==> src/rtl/wb_write_arbiter_if.sv <==
// Register-file write-port bundle: pipeline write-back, long-latency handshake,
// the registered regfile write, and the ID-stage pending-write lookup.
interface wb_write_arbiter_if #(
  parameter int DEPTH = 4,
  parameter int AW    = 5,
  parameter int DW    = 32
);
  localparam int CW = $clog2(DEPTH) + 1;

  logic          pipe_we;
  logic [AW-1:0] pipe_waddr;
  logic [DW-1:0] pipe_wdata;
  logic          ext_valid;
  logic          ext_ready;
  logic [AW-1:0] ext_waddr;
  logic [DW-1:0] ext_wdata;
  logic          we;
  logic [AW-1:0] waddr;
  logic [DW-1:0] wdata;
  logic [AW-1:0] pend_raddr1;
  logic [AW-1:0] pend_raddr2;
  logic          pend_hit1;
  logic          pend_hit2;
  logic [CW-1:0] fifo_count;

  modport master (
    output pipe_we, pipe_waddr, pipe_wdata, ext_valid, ext_waddr, ext_wdata,
           pend_raddr1, pend_raddr2,
    input  ext_ready, we, waddr, wdata, pend_hit1, pend_hit2, fifo_count
  );

  modport slave (
    input  pipe_we, pipe_waddr, pipe_wdata, ext_valid, ext_waddr, ext_wdata,
           pend_raddr1, pend_raddr2,
    output ext_ready, we, waddr, wdata, pend_hit1, pend_hit2, fifo_count
  );
endinterface

==> src/rtl/wb_write_arbiter.sv <==
// Regfile write-port arbiter: pipeline write-back wins, long-latency writes drain
// from a small FIFO. Optional macro WB_BYPASS_EN lets an ext write skip an empty FIFO.

// One FIFO slot: storage, kill-on-younger-write, and pending-read compare.
module wb_arb_entry #(
  parameter int AW = 5,
  parameter int DW = 32
) (
  input  logic          clk,
  input  logic          rst,
  input  logic          wr,
  input  logic          wr_live,
  input  logic [AW-1:0] wr_addr,
  input  logic [DW-1:0] wr_data,
  input  logic          clr,
  input  logic          kill,
  input  logic [AW-1:0] kill_addr,
  input  logic [AW-1:0] raddr1,
  input  logic [AW-1:0] raddr2,
  output logic          live,
  output logic [AW-1:0] addr,
  output logic [DW-1:0] data,
  output logic          hit1,
  output logic          hit2
);
  always_ff @(posedge clk or posedge rst) begin
    if (rst) begin
      live <= 1'b0;
      addr <= '0;
      data <= '0;
    end else if (wr) begin
      live <= wr_live;
      addr <= wr_addr;
      data <= wr_data;
    end else if (clr) begin
      // popped slot now sits in the output register; regfile forwarding covers it
      live <= 1'b0;
    end else if (kill && addr == kill_addr) begin
      live <= 1'b0;
    end
  end

  assign hit1 = live && (addr == raddr1);
  assign hit2 = live && (addr == raddr2);
endmodule

module wb_write_arbiter #(
  parameter int DEPTH = 4,
  parameter int AW    = 5,
  parameter int DW    = 32
) (
  input logic              clk,
  input logic              rst,
  wb_write_arbiter_if.slave bus
);
  localparam int PW = $clog2(DEPTH);
  localparam int CW = PW + 1;
  localparam logic [CW-1:0] FULL = CW'(DEPTH);

  typedef struct packed {
    logic [AW-1:0] addr;
    logic [DW-1:0] data;
  } wr_t;

  logic [PW-1:0] rptr, wptr;
  logic [CW-1:0] count;
  logic          pipe_act, ext_rdy, accept, push, pop, byp, enq_live;
  wr_t           pipe_req, ext_req, head, out_q;
  logic          head_live, we_q;

  logic [DEPTH-1:0]         e_live, wr_sel, clr_sel, hit1_v, hit2_v;
  logic [DEPTH-1:0][AW-1:0] e_addr;
  logic [DEPTH-1:0][DW-1:0] e_data;

  assign pipe_req = '{addr: bus.pipe_waddr, data: bus.pipe_wdata};
  assign ext_req  = '{addr: bus.ext_waddr,  data: bus.ext_wdata};

  // $0 writes are no-ops on both sources
  assign pipe_act = bus.pipe_we && (pipe_req.addr != '0);
  assign ext_rdy  = !rst && (count < FULL);
  assign accept   = bus.ext_valid && ext_rdy;
  assign pop      = !pipe_act && (count != '0);

`ifdef WB_BYPASS_EN
  assign byp = accept && (ext_req.addr != '0) && (count == '0) && !pipe_act;
`else
  assign byp = 1'b0;
`endif

  assign push = accept && (ext_req.addr != '0) && !byp;
  // pipeline write is younger: an entry to the same register arrives already dead
  assign enq_live = !(pipe_act && ext_req.addr == pipe_req.addr);

  generate
    for (genvar i = 0; i < DEPTH; i++) begin : g_ent
      assign wr_sel[i]  = push && (wptr == PW'(i));
      assign clr_sel[i] = pop  && (rptr == PW'(i));

      wb_arb_entry #(.AW(AW), .DW(DW)) u_ent (
        .clk       (clk),
        .rst       (rst),
        .wr        (wr_sel[i]),
        .wr_live   (enq_live),
        .wr_addr   (ext_req.addr),
        .wr_data   (ext_req.data),
        .clr       (clr_sel[i]),
        .kill      (pipe_act),
        .kill_addr (pipe_req.addr),
        .raddr1    (bus.pend_raddr1),
        .raddr2    (bus.pend_raddr2),
        .live      (e_live[i]),
        .addr      (e_addr[i]),
        .data      (e_data[i]),
        .hit1      (hit1_v[i]),
        .hit2      (hit2_v[i])
      );
    end
  endgenerate

  assign head_live = e_live[rptr];
  assign head      = '{addr: e_addr[rptr], data: e_data[rptr]};

  always_ff @(posedge clk or posedge rst) begin
    if (rst) begin
      rptr  <= '0;
      wptr  <= '0;
      count <= '0;
    end else begin
      if (push) wptr <= wptr + 1'b1;
      if (pop)  rptr <= rptr + 1'b1;
      count <= count + CW'(push) - CW'(pop);
    end
  end

  always_ff @(posedge clk or posedge rst) begin
    if (rst) begin
      we_q  <= 1'b0;
      out_q <= '0;
    end else if (pipe_act) begin
      we_q  <= 1'b1;
      out_q <= pipe_req;
    end else if (pop) begin
      // a killed head still costs one idle write cycle
      we_q <= head_live;
      if (head_live) out_q <= head;
    end else if (byp) begin
      we_q  <= 1'b1;
      out_q <= ext_req;
    end else begin
      we_q <= 1'b0;
    end
  end

  assign bus.ext_ready  = ext_rdy;
  assign bus.we         = we_q;
  assign bus.waddr      = out_q.addr;
  assign bus.wdata      = out_q.data;
  assign bus.fifo_count = count;
  assign bus.pend_hit1  = (bus.pend_raddr1 != '0) && (|hit1_v);
  assign bus.pend_hit2  = (bus.pend_raddr2 != '0) && (|hit2_v);
endmodule

==> src/flat_wrapper.sv <==
// flat-port wrapper written by rule: the top's interface ports become plain ports
module wb_write_arbiter_flat 
#(
  parameter int DEPTH = 4,
  parameter int AW    = 5,
  parameter int DW    = 32
)
  (clk, rst, bus_pipe_we, bus_pipe_waddr, bus_pipe_wdata, bus_ext_valid, bus_ext_waddr, bus_ext_wdata, bus_pend_raddr1, bus_pend_raddr2, bus_ext_ready, bus_we, bus_waddr, bus_wdata, bus_pend_hit1, bus_pend_hit2, bus_fifo_count);
  wb_write_arbiter_if #(.DEPTH(DEPTH), .AW(AW), .DW(DW)) bus_i ();
  input logic clk;
  input logic rst;
  input wire logic [$bits(bus_i.pipe_we)-1:0] bus_pipe_we;
  input wire logic [$bits(bus_i.pipe_waddr)-1:0] bus_pipe_waddr;
  input wire logic [$bits(bus_i.pipe_wdata)-1:0] bus_pipe_wdata;
  input wire logic [$bits(bus_i.ext_valid)-1:0] bus_ext_valid;
  input wire logic [$bits(bus_i.ext_waddr)-1:0] bus_ext_waddr;
  input wire logic [$bits(bus_i.ext_wdata)-1:0] bus_ext_wdata;
  input wire logic [$bits(bus_i.pend_raddr1)-1:0] bus_pend_raddr1;
  input wire logic [$bits(bus_i.pend_raddr2)-1:0] bus_pend_raddr2;
  output wire logic [$bits(bus_i.ext_ready)-1:0] bus_ext_ready;
  output wire logic [$bits(bus_i.we)-1:0] bus_we;
  output wire logic [$bits(bus_i.waddr)-1:0] bus_waddr;
  output wire logic [$bits(bus_i.wdata)-1:0] bus_wdata;
  output wire logic [$bits(bus_i.pend_hit1)-1:0] bus_pend_hit1;
  output wire logic [$bits(bus_i.pend_hit2)-1:0] bus_pend_hit2;
  output wire logic [$bits(bus_i.fifo_count)-1:0] bus_fifo_count;
  assign bus_i.pipe_we = bus_pipe_we;
  assign bus_i.pipe_waddr = bus_pipe_waddr;
  assign bus_i.pipe_wdata = bus_pipe_wdata;
  assign bus_i.ext_valid = bus_ext_valid;
  assign bus_i.ext_waddr = bus_ext_waddr;
  assign bus_i.ext_wdata = bus_ext_wdata;
  assign bus_i.pend_raddr1 = bus_pend_raddr1;
  assign bus_i.pend_raddr2 = bus_pend_raddr2;
  assign bus_ext_ready = bus_i.ext_ready;
  assign bus_we = bus_i.we;
  assign bus_waddr = bus_i.waddr;
  assign bus_wdata = bus_i.wdata;
  assign bus_pend_hit1 = bus_i.pend_hit1;
  assign bus_pend_hit2 = bus_i.pend_hit2;
  assign bus_fifo_count = bus_i.fifo_count;
  wb_write_arbiter #(.DEPTH(DEPTH), .AW(AW), .DW(DW)) u_core (.clk(clk), .rst(rst), .bus(bus_i));
endmodule
==> config.mk <==
export PLATFORM = sky130hd
export DESIGN_NAME = wb_write_arbiter_flat
export DESIGN_NICKNAME = d
export VERILOG_FILES = /design/src/rtl/wb_write_arbiter_if.sv /design/src/rtl/wb_write_arbiter.sv /design/src/flat_wrapper.sv
export SDC_FILE = /design/constraint.sdc
export NUM_CORES = 1
export LEC_CHECK = 0
export ABC_CLOCK_PERIOD_IN_PS = 11600
export BUFFER_PORTS_ARGS = -buffer_cell sky130_fd_sc_hd__buf_2
export CORE_MARGIN = 2
export CORE_UTILIZATION = 55
export CTS_CLUSTER_DIAMETER = 200
export DETAILED_ROUTE_END_ITERATION = 12
export GPL_TIMING_DRIVEN = 0
export PLACE_DENSITY = 0.84
export SLEW_MARGIN = 15
export SYNTH_ARGS = -nofsm -noshare
export SYNTH_HDL_FRONTEND = slang
export SYNTH_SLANG_ARGS = --single-unit
==> constraint.sdc <==
create_clock -name clk -period 11.6 [get_ports clk]
set_input_delay 0.58 -clock clk [delete_from_list [all_inputs] [get_ports clk]]
set_output_delay 0.58 -clock clk [all_outputs]
set_load 0.01 [all_outputs]
==> insert_results.sql <==
INSERT INTO impl_metrics (metric_group, metric, value, unit) VALUES
('status', 'status', 'complete, no violations', ''),
('setup_path', 'timing.critical_path.arrival', '3.12', 'ns'),
('sta', 'achievable-frequency', '361', 'MHz'),
('place', 'placement.io_buffers', '115', ''),
('power', 'clkPwrFrac', '22.0', '%'),
('global_routing', 'grt_pass1_wl', '35100', 'µm'),
('power', 'total_switching_power', '0.000986', 'W'),
('synth', 'post_synth_inst_count', '700', ''),
('setup_path', 'critical_path.reg2reg.startpoint', 'u_core.bus.fifo_count[1]$_DFF_PP0_', ''),
('synth', 'synthDominantAreaCellType', 'dfrtp_1', ''),
('place', 'place.detailed.instances', '1042', ''),
('sta', 'drv_slew', '0', ''),
('routing', 'firstDrtPassIters', '5', ''),
('synth', 'synth_cell_types', '38', ''),
('cts', 'ctsResizeCount', '0', ''),
('synth', 'synth-edff-count', '0', ''),
('setup_path', 'critical_path_class', 'input pin to flip-flop', ''),
('synth', 'synth_top_area_share', '51.1', '%'),
('synth', 'synth_fp_nets', '799', ''),
('cts', 'cts.root.buffer_cell', 'clkbuf_16', ''),
('synth', 'synth.cell_area', '9640', 'µm²'),
('sta', 'setup_viol', '0', ''),
('sta', 'fin_worst_skew', '0.00951', 'ns'),
('power', 'netSwitchingFraction', '33.1', '%'),
('global_routing', 'grt_max_degree', '101', ''),
('die', 'fp.coreArea', '17200', 'µm²'),
('synth', 'synth_area_in_xor_xnor', '5.91', '%'),
('routing', 'vias_per_cell', '5.87', ''),
('die', 'die_area', '18600', 'µm²'),
('sta', 'slew_headroom', '50.5', '%'),
('cts', 'post_cts_hold_buffer_count', '0', ''),
('synth', 'synth_seq_cells', '197', ''),
('setup_path', 'nature_of_the_critical_path_endpoint', 'flip-flop', ''),
('die', 'initial_core_util', '55.9', '%'),
('sta', 'transition_at_the_pin_with_the_smallest_max_transition_slack', '0.736', 'ns'),
('power', 'sequential_cell_fraction_of_total_power', '42.6', '%'),
('cts', 'cts.sink_count', '197', ''),
('place', 'dp.final_hpwl', '15100', 'µm'),
('run', 'max_cap_viols', '0', ''),
('place', 'gpl.final_weighted_congestion', '0.929', ''),
('layout', 'area_delta_synth_final', '16.3', '%'),
('cts', 'tritoncts', 'done', ''),
('synth', 'synth_async_sr_flop_share', '100', '%'),
('cts', 'cts_setup_buffers', '0', ''),
('cts', 'max-clock-path-buffers', '2', ''),
('synth', 'postSynthAreaPerCell', '13.8', 'µm²'),
('global_routing', 'first_global_vias', '6553', ''),
('cts', 'tritoncts.num_buffers', '17', ''),
('power', 'cellInternalPower', '0.00199', 'W'),
('cts', 'clkTransAtPathRegs', '0.07', 'ns'),
('power', 'comb_power_share', '35.4', '%'),
('layout', 'final_non_filler_cell_total', '1074', ''),
('routing', 'postRouteAntennaNets', '0', ''),
('routing', 'vias', '6308', ''),
('layout', 'final_core_util', '65.1', '%'),
('die', 'die_h', '136', 'µm'),
('sta', 'final_hold_viol_count', '0', ''),
('global_routing', 'grt_antenna_before_repair', '1', ''),
('synth', 'area_share_of_fa_ha_maj_cells_after_synthesis', '1.51', '%'),
('min_path', 'min-delay-path-class', 'input pin to async pin', ''),
('power', 'peakVddDrop', '0.000165', 'V'),
('die', 'floorplan.io_pins', '132', ''),
('routing', 'drt_drc_violations_left', '0', ''),
('global_routing', 'grt_util_all_layers', '25.1', '%'),
('setup_path', 'worst-endpoint-required', '11.95', 'ns'),
('cts', 'cts_htree_levels', '4', ''),
('setup_path', 'crit_fanout', '10', ''),
('layout', 'post_route_cells_drive_above_1_share', '27.0', '%'),
('layout', 'final_net_count', '935', ''),
('die', 'die-width', '136', 'µm'),
('synth', 'synth_seq_area_share', '51.1', '%');
-- placed cells by master, fill, tap and decap left out, types with 4 or more instances in the layout --
| master | Yosys | routed |
|---|---|---|
| mux2_1 | 148 | 148 |
| a221o_1 | 4 | 4 |
| nand2_2 | 4 | 4 |
| mux2i_1 | 33 | 33 |
| buf_6 | 11 | 11 |
| o22ai_1 | 4 | 4 |
| xor2_1 | 41 | 41 |
| xnor2_1 | 24 | 24 |
| dfrtp_1 | 197 | 197 |
| mux4_2 | 38 | 38 |
| buf_2 | 16 | 131 |
| buf_4 | 10 | 10 |
| nand2_1 | 38 | 38 |
| and3_1 | 4 | 4 |
| inv_1 | 13 | 12 |
| nor4_1 | 13 | 13 |
| clkbuf_1 | 15 | 17 |
| ha_1 | 10 | 10 |
| bufinv_16 | 0 | 5 |
| nand3_1 | 16 | 16 |
| o21ai_1 | 32 | 32 |
| clkbuf_16 | 0 | 17 |
-- path summary, 6_finish.rpt --
path | slack (ns) | end | cells past startpoint
max reg2reg | 9.03 | u_core.bus.fifo_count[2]$_DFF_PP0_ | 10
max | 8.83 | u_core.bus.fifo_count[2]$_DFF_PP0_ | 11
min | 0.1 | u_core.bus.fifo_count[1]$_DFF_PP0_ | 2
max in group asynchronous | 10.38 | u_core.g_ent[2].u_ent.data[19]$_DFFE_PP0P_ | 4
min in group clk | 0.39 | u_core.g_ent[1].u_ent.data[9]$_DFFE_PP0P_ | 2
min reg2reg | 0.48 | u_core.bus.wdata[5]$_DFFE_PP0P_ | 2
-- worst max-delay path: stages --
cell      delay (ns)
clkbuf_1        0.23
o31a_1          0.36
nor3_1          0.26
clkbuf_1        0.40
ha_1            0.31
inv_1           0.05
ha_1            0.13
inv_1           0.05
fa_1            0.41
xnor2_1         0.18
xnor2_1         0.14
-- metal layers --
metal / part of all wire [%] / wire [µm] / vias up / GRT usage, %
li1: - / - / 2799 / -
met1: 41 / 9060 / 3239 / 33.1
met2: 51 / 11100 / 235 / 41.8
met3: 5.9 / 1300 / 35 / 5.11
met4: 1.9 / 408 / 0 / 8.45
met5: 0 / 0 / - / 0
-- power by group through the flow --
stage | Sequential [W] | Combinational [W] | Clock [W]
floorplan | 0.00123 | 0.000769 | 0
global placement | 0.00125 | 0.00101 | 0
detailed placement | 0.00127 | 0.00106 | 0
CTS | 0.00126 | 0.00107 | 0.000665
global route | 0.00131 | 0.00116 | 0.000694
finish | 0.00127 | 0.00105 | 0.000656
-- sequential cells by signal, indices dropped and copies added, names as in the netlist --
register / cells
u_core.bus.wdata: 32
u_core.bus.fifo_count: 3
u_core.g_ent.u_ent.data: 128
u_core.bus.we: 1
u_core.g_ent.u_ent.addr: 20
u_core.g_ent.u_ent.live: 4
u_core.wptr: 2
u_core.rptr: 2
u_core.bus.waddr: 5
-- cells by family after synthesis --
family / Yosys count
XOR/XNOR: 65
AND/OR/NAND/NOR: 87
adder cells (fa/ha/maj): 11
AO/OA/AOI/OAI: 53
buffers and inverters: 68
flip-flops: 197
multiplexers: 219
-- stage by stage --
step / total power [W] / setup slack (ns) / cell area, µm² / hold WS [ns]
floorplan: 0.00199 / 5.65 / 9640 / 0.459
global route: 0.00316 / 8.68 / 11200 / 0.102
CTS: 0.00300 / 8.84 / 11200 / 0.0926
detailed placement: 0.00233 / 8.40 / 10600 / 0.470
finish: 0.00298 / 8.83 / 11200 / 0.0993
global placement: 0.00226 / 3.48 / 10500 / 0.464
-- synth_stat cells, types with 3 or more instances --
master    number
mux4_2        38
buf_4         10
o21a_1         3
ha_1          10
xnor2_1       24
nand2_2        4
buf_2         16
nand3_1       16
o21ai_1       32
nand2_1       38
clkbuf_1      15
buf_6         11
o22ai_1        4
and3_1         4
or4_1          3
inv_1         13
mux2i_1       33
nor4_1        13
xor2_1        41
mux2_1       148
dfrtp_1      197
a221o_1        4
-- layout make-up --
cell class              instances  area, µm²
clock inverters                11        194
inverters                      14       60.1
flip-flops and latches        197       4930
well taps                     225        282
multi-input cells             435       4320
repair buffers                117        631
plain buffers                  54        343
clock buffers                  21        460
fillers                      1254       6020
Note: power is estimated with default switching activity, not from simulation.
